`src/rtl/uart_tx_sched.sv`:
```
// Byte FIFO plus start-pulse sequencer feeding the UART_TX serializer.
// Each start_TX is held off until the previous byte's tx_active handshake completes.
module uart_tx_sched #(
  parameter int DEPTH_LOG2  = 4,
  parameter int ACT_TIMEOUT = 15
) (
  input  logic                  clk,
  input  logic                  reset_n,
  input  logic                  sync_reset,
  input  logic                  push,
  input  logic [7:0]            push_data,
  input  logic                  flush,
  input  logic                  clr_err,
  input  logic                  tx_active,
  output logic                  start_TX,
  output logic [7:0]            SBUF_in,
  output logic [DEPTH_LOG2:0]   level,
  output logic                  full,
  output logic                  empty,
  output logic                  busy,
  output logic                  ovf_err,
  output logic                  to_err
);

  localparam int DEPTH = 1 << DEPTH_LOG2;
  localparam logic [DEPTH_LOG2-1:0] PTR_ONE   = DEPTH_LOG2'(1);
  localparam logic [DEPTH_LOG2:0]   LVL_ONE   = (DEPTH_LOG2+1)'(1);
  localparam logic [DEPTH_LOG2:0]   DEPTH_LVL = (DEPTH_LOG2+1)'(DEPTH);
  localparam logic [7:0]            TIMEOUT_LOAD = 8'(ACT_TIMEOUT);

  typedef enum logic [1:0] {IDLE, START, WAIT_ACT, WAIT_DONE} state_t;

  state_t                 state_reg;
  logic [7:0]             mem [DEPTH];
  logic [DEPTH_LOG2-1:0]  wr_ptr_reg;
  logic [DEPTH_LOG2-1:0]  rd_ptr_reg;
  logic [DEPTH_LOG2:0]    level_reg;
  logic [7:0]             timer_reg;
  logic [7:0]             sbuf_reg;
  logic                   start_reg;
  logic                   ovf_reg;
  logic                   to_reg;

  logic pop;
  logic push_ok;
  logic ovf_set;
  logic to_set;

  assign empty = (level_reg == '0);
  assign full  = (level_reg == DEPTH_LVL);

  // A pop at full frees a slot in the same cycle, so a simultaneous push is accepted.
  assign pop     = (state_reg == IDLE) && !empty && !flush;
  assign push_ok = push && !flush && (!full || pop);
  assign ovf_set = push && !flush && full && !pop;
  assign to_set  = (state_reg == WAIT_ACT) && !tx_active && (timer_reg == '0);

  assign level    = level_reg;
  assign start_TX = start_reg;
  assign SBUF_in  = sbuf_reg;
  assign ovf_err  = ovf_reg;
  assign to_err   = to_reg;
  assign busy     = (state_reg != IDLE) || !empty;

  always_ff @(posedge clk) begin
    if (push_ok) mem[wr_ptr_reg] <= push_data;
  end

  always_ff @(posedge clk or negedge reset_n) begin
    if (!reset_n) begin
      wr_ptr_reg <= '0;
      rd_ptr_reg <= '0;
      level_reg  <= '0;
      ovf_reg    <= 1'b0;
    end else if (sync_reset) begin
      wr_ptr_reg <= '0;
      rd_ptr_reg <= '0;
      level_reg  <= '0;
      ovf_reg    <= 1'b0;
    end else begin
      if (flush) begin
        wr_ptr_reg <= '0;
        rd_ptr_reg <= '0;
        level_reg  <= '0;
      end else begin
        if (push_ok) wr_ptr_reg <= wr_ptr_reg + PTR_ONE;
        if (pop)     rd_ptr_reg <= rd_ptr_reg + PTR_ONE;
        case ({push_ok, pop})
          2'b10:   level_reg <= level_reg + LVL_ONE;
          2'b01:   level_reg <= level_reg - LVL_ONE;
          default: level_reg <= level_reg;
        endcase
      end
      ovf_reg <= ovf_set | (ovf_reg & ~clr_err);
    end
  end

  always_ff @(posedge clk or negedge reset_n) begin
    if (!reset_n) begin
      state_reg <= IDLE;
      timer_reg <= '0;
      sbuf_reg  <= '0;
      start_reg <= 1'b0;
      to_reg    <= 1'b0;
    end else if (sync_reset) begin
      state_reg <= IDLE;
      timer_reg <= '0;
      sbuf_reg  <= '0;
      start_reg <= 1'b0;
      to_reg    <= 1'b0;
    end else begin
      start_reg <= 1'b0;
      to_reg    <= to_set | (to_reg & ~clr_err);
      case (state_reg)
        IDLE: begin
          if (pop) begin
            sbuf_reg  <= mem[rd_ptr_reg];
            start_reg <= 1'b1;
            state_reg <= START;
          end
        end
        START: begin
          timer_reg <= TIMEOUT_LOAD;
          state_reg <= WAIT_ACT;
        end
        WAIT_ACT: begin
          if (tx_active)              state_reg <= WAIT_DONE;
          else if (timer_reg == '0)   state_reg <= IDLE;
          else                        timer_reg <= timer_reg - 8'd1;
        end
        WAIT_DONE: begin
          if (!tx_active) state_reg <= IDLE;
        end
        default: state_reg <= IDLE;
      endcase
    end
  end

endmodule

```
`config.mk`:
```
export PLATFORM = sky130hd
export DESIGN_NAME = uart_tx_sched
export DESIGN_NICKNAME = d
export VERILOG_FILES = /design/src/rtl/uart_tx_sched.sv
export SDC_FILE = /design/constraint.sdc
export NUM_CORES = 1
export LEC_CHECK = 0
export CORE_MARGIN = 10
export CORE_UTILIZATION = 55
export CTS_BUF_LIST = sky130_fd_sc_hd__clkbuf_8
export DETAILED_ROUTE_END_ITERATION = 8
export PLACE_DENSITY = 0.82
export SYNTH_ARGS = -nofsm -noshare
export SYNTH_HDL_FRONTEND = slang
export SYNTH_SLANG_ARGS = --single-unit
```
`constraint.sdc`:
```
create_clock -name clk -period 3.3 [get_ports clk]
set_clock_uncertainty 0.2 [all_clocks]
set_input_delay 0.825 -clock clk [delete_from_list [all_inputs] [get_ports clk]]
set_output_delay 0.825 -clock clk [all_outputs]
set_load 0.01 [all_outputs]
```
== After elaboration in Yosys (flattened, before gate mapping) ==
Memory sizes are Yosys's and may differ from the RTL's.
Cells that the tools add are included.

* Input port bits: 15
* Memories: 1
* Bits in writable memories: 128
* Word-level logic and storage cells: 88
* Flip-flop bits (word level): 34

{| class="wikitable"
|+ Memories
! name !! depth !! width !! read ports !! clocked after memory_dff !! write ports !! RTL line !! text
|-
| mem || 16 || 8 || 1 || 0 || 1 || 34 || <nowiki>logic [7:0] mem [DEPTH];</nowiki>
|}

* Mux-type cells: 29
* $add $sub $neg: 5
* Equal/unequal tests: 11
* Reduce and logical (&&, ||, !) cells: 28
* Bitwise operators: 5

{| class="wikitable"
|+ Operators by type and width
! kind !! number
|-
| $mux 8 || 6
|-
| $mux 4 || 6
|-
| $pmux 8 s2 || 1
|-
| $ne 3x3->1 const B || 4
|-
| $mux 2 || 5
|-
| $mux 5 || 2
|-
| $pmux 5 s2 || 1
|-
| $reduce_bool 3->1 || 3
|-
| $add 4x1->4 const B || 2
|-
| $logic_and 1x1->1 || 8
|-
| $logic_not 8->1 || 1
|-
| $pmux 2 s4 || 1
|-
| $sub 8x1->8 const B || 1
|-
| $mux 1 || 7
|-
| $eq 2x2->1 const B || 3
|-
| $reduce_and 3->1 || 2
|-
| $reduce_bool 2->1 || 3
|-
| $add 5x1->5 const B || 1
|-
| $eq 5x5->1 const B || 1
|-
| $logic_not 1->1 || 5
|-
| $logic_not 5->1 || 1
|-
| $sub 5x1->5 const B || 1
|-
| $eq 2x1->1 const B || 2
|-
| $ne 4x3->1 const B || 1
|-
| 7 further kinds || 10
|}

== Longest topological paths before layout ==
* Depth in word-level cells: 10
* Depth in mapped cells: 10

== Worst setup path before layout ==
Ideal clock, no wire load.

* Path kind: input -> register
* Start: input flush
* End: register level_reg[4], in the netlist level[4]
* Arrival time: 2.712 ns
* Setup time: 0.077 ns
* Data required time: 3.023 ns
* Stages on the path: 9
* Setup slack: 0.311 ns
* Cell sequence: or4_4 > nand2_1 > o21ai_0 > ha_1 > or3_2 > a21oi_1 > mux2i_1 > or3_1 > a21oi_1

* Word-level cells in the longest chain between the ends: 8
* Elaborated cells between the ends (all ways): 11
* Those cells by class: eq/ne (2); mux (3); reduce/logical (6)

{| class="wikitable"
|+ Ends and longest elaborated chain
! item !! RTL line !! text
|-
| from (decl) || 12 || <nowiki>input logic flush,</nowiki>
|-
| $logic_not 1->1 || 53, 54 ||
|-
| $logic_and 1x1->1 || 53 || <nowiki>assign pop = (state_reg == IDLE) && !empty && !flush;</nowiki>
|-
| $logic_or 1x1->1 || 54 || <nowiki>assign push_ok = push && !flush && (!full || pop);</nowiki>
|-
| $logic_and 1x1->1 || 54 ||
|-
| $eq 2x1->1 or $eq 2x2->1 (tied branches) || 88 || <nowiki>case ({push_ok, pop})</nowiki>
|-
| $pmux 5 s2 || 88 ||
|-
| $mux 5 || 81 || <nowiki>if (flush) begin</nowiki>
|-
| $mux 5 || 75 || <nowiki>end else if (sync_reset) begin</nowiki>
|-
| to (signal assigned) || 89 || <nowiki>2'b10: level_reg <= level_reg + LVL_ONE;</nowiki>
|-
| to (signal assigned) || 90 || <nowiki>2'b01: level_reg <= level_reg - LVL_ONE;</nowiki>
|-
| to (signal assigned) || 91 || <nowiki>default: level_reg <= level_reg;</nowiki>
|-
| to (decl) || 37 || <nowiki>logic [DEPTH_LOG2:0] level_reg;</nowiki>
|}

Parallel ways exist; a longest one is shown, timed or not.
A chain may end at the register's enable or synchronous reset.

== Worst setup path after layout ==
* Start: register level_reg[0], in the netlist level[0]
* End: output busy

* Word-level cells in the longest chain between the ends: 3

{| class="wikitable"
|+ Ends and longest elaborated chain
! item !! RTL line !! text
|-
| $logic_not 5->1 || 49 || <nowiki>assign empty = (level_reg == '0);</nowiki>
|-
| $logic_not 1->1 || 63 || <nowiki>assign busy = (state_reg != IDLE) || !empty;</nowiki>
|-
| $logic_or 1x1->1 || 63 ||
|-
| to (decl) || 20 || <nowiki>output logic busy,</nowiki>
|}

No other way between the ends.

==> reports/results.ini <==
[setup_path]
crit_type = reg -> out
start_kind = register
r2r_start = state_reg[0]
setup.worst_path.start = level[0]
ff2ff_path_depth = 9
path_max_fanout = 6
crit_required_ps = 2270
rr_endpoint = level[4]
cp-end-kind = output port
ff2ff_setup_slack_ps = 400
crit_arrival_ps = 2110

[timing]
rsz0062_at_grt = false
report.final.slew_viol_count = 0
fmax_mhz = 318.7
timing.final.crit_share = 0.9509
setup_viol = 0
fin_crit_ps = 3138
slew_headroom = 0.4615
tightest_slew_ps = 807.7
final-hold-violation-count = 0
hold_slack_ps = 262.8

[die]
fp.dieArea_um2 = 17390
fp.dieW_um = 131.9
die_h_um = 131.9
rows = 40
pin_count = 34
core-area_um2 = 12110
initial_core_util = 0.5683

[synthesis]
avgSynthCellArea_um2 = 16.87
yosysWarnings = 0
ys.flop_type = edfxtp_1
async_reset_ff_frac = 0.2099
synthesis.area_um2 = 6883
synth.distinct_cells = 53
syn-num-nets = 431
ys_ff_latch = 162
syn_inst = 408
seq_area_frac_synth = 0.6821
synth_edf_count = 128

[pwr]
leakage_nw = 2.747
ir_worst_vdd_v = 0.0002414
p_per_area_nw_per_um2 = 516.1

[clocking]
clkTransAtPathRegs_ps = 80
cts_max_path_buffers = 2
cts_buffers = 17
cts_tree = built
clock_latency_ps = 440
root_buffer = clkbuf_8
cts.sink_count = 162
cts_max_level = 4

[detailed_routing]
wirelength_mm = 13.61
drt_first_iter_violations = 429
first_pass_iters = 5
vias = 3800
drc = 0
vias_per_cell = 5.828
drtAntennaViolNets = 0
routedWlPerCell_um = 20.87

[global_route]
grt_overflow = 0
grt_usage = 0.1626
grt_pass1_wl_mm = 21.99
antenna_found_initial = 0
grt_max_degree = 35
grt_pass1_vias = 3928

[flow_run]
maxCapViolCount = 0

[final_layout]
fin_cells = 652
area_growth_pct = 15.83
diodes = 0
largest_reg_flops = 128
nets = 495
layout-drive-gt1-share = 0.2252
final_area_um2 = 7973

[place]
dpl-instance-area_um2 = 7535
place_hpwl_mm = 8.786
portBuffers = 33
place.gp.congestion = 0.8924
dp_cells = 620

[worst_hold_path]
worstHoldPathType = in -> async

[status]
status = finished, final reports clean

## where the power goes
| part | total (W) | leakage (nW) | switching (W) | internal, W |
|---|---|---|---|---|
| Clock | 0.00156 | 0.215 | 0.000679 | 0.000881 |
| Combinational | 0.000299 | 0.910 | 0.000160 | 0.000139 |
| Sequential | 0.00226 | 1.62 | 0.0000283 | 0.00223 |
## logic make-up (layout without fill, tap and decap cells)
kind of cell,count (synthesis),after routing,share of synthesized area
multiplexers,50,50,0.1309
adder cells (fa/ha/maj),8,8,0.01454
AO/OA/AOI/OAI,45,45,0.05454
buffers and inverters,33,109,0.02363
AND/OR/NAND/NOR,99,99,0.08035
flip-flops,162,162,0.6821
XOR/XNOR,11,11,0.01400
## layer usage
layer,track usage,share of wire,vias up
met3,0.03887,0.061,13
met1,0.2124,0.42,1952
met4,0.05871,0.012,0
li1,-,-,1721
met2,0.2593,0.51,114
met5,0,0,-
## cells in the final DEF, fill, tap and decap left out, drive strengths merged, types with 11 or more instances in the layout
master and n:
edfxtp 128, dfrtp 34, mux4 32, clkdlybuf4s50 32, buf 32, nor2 29
mux2i 18, clkbuf 17, inv 16, nand2 15, a21oi 12, nand3b 11
## worst max path at each step
stage | to | slack, ps | depth (start not counted)
6_report | busy | 160 | 5
3_3_place_gp | level[4] | -150 | 10
2_1_floorplan | level[4] | 310 | 9
3_5_place_dp | level[4] | -290 | 10
4_1_cts | full | 30 | 4
5_1_grt | full | 30 | 4
## timing repair
action,4_1_cts,5_1_grt
endpoints found under the hold margin,0,0
hold buffers,0,0
setup buffers,0,1
endpoints found under the setup margin,0,3
resized for setup,0,1
## layout make-up
type	instances	area (µm²)
Clock inverter	14	193.9
Multi-Input combinational cell	213	2028
Clock buffer	17	234.0
Timing Repair Buffer	64	558.0
Fill cell	831	4139
Inverter	14	52.55
Sequential cell	162	4696
Tap cell	168	210.2
## synthesized netlist by cell type (2+ instances only)
| master | instances | area (µm²) |
|---|---|---|
| o21ai_0 | 7 | 35.03 |
| edfxtp_1 | 128 | 3844 |
| buf_2 | 5 | 25.02 |
| nor4_1 | 2 | 12.51 |
| mux2i_1 | 18 | 180.2 |
| nand3b_1 | 11 | 82.58 |
| xnor2_1 | 4 | 35.03 |
| a21oi_1 | 12 | 60.06 |
| a311oi_1 | 2 | 17.52 |
| or3_1 | 6 | 37.54 |
| nand3_1 | 3 | 15.01 |
| a211oi_1 | 3 | 22.52 |
| o221ai_2 | 8 | 120.1 |
| nor3_1 | 7 | 35.03 |
| clkbuf_1 | 8 | 30.03 |
| mux4_2 | 32 | 720.7 |
| buf_6 | 3 | 33.78 |
| nor3b_1 | 2 | 15.01 |
| nand2b_1 | 3 | 18.77 |
| ha_1 | 8 | 100.1 |
| inv_1 | 13 | 48.80 |
| a22oi_1 | 2 | 15.01 |
| nand2_1 | 14 | 52.55 |
| nand4_1 | 2 | 12.51 |
| nor2_1 | 29 | 108.9 |
| a21o_1 | 2 | 15.01 |
| dfrtp_1 | 34 | 850.8 |
| and2_1 | 9 | 56.30 |
| xor2_1 | 7 | 61.31 |
## per-stage QoR
stage / worst slack (ps) / total power, W / utilization / TNS, ps
final: 161.9 / 0.004115 / 0.6583 / 0
after global placement: -146.9 / 0.002586 / 0.6221 / -146.9
after CTS: 28.56 / 0.004143 / 0.6574 / 0
after floorplan: 310.9 / 0.002476 / - / 0
after detailed placement: -286.4 / 0.002599 / 0.6221 / -319.1
after global routing: 31.33 / 0.004276 / 0.6583 / 0
## critical path, stage by stage (launching register included)
cell and delay [ps]:
dfrtp_1 480, nor4_4 450, nand2_4 110, inv_2 90, nand2_1 50, clkdlybuf4s50_1 490
No activity file was read; power rests on OpenSTA's default activity.
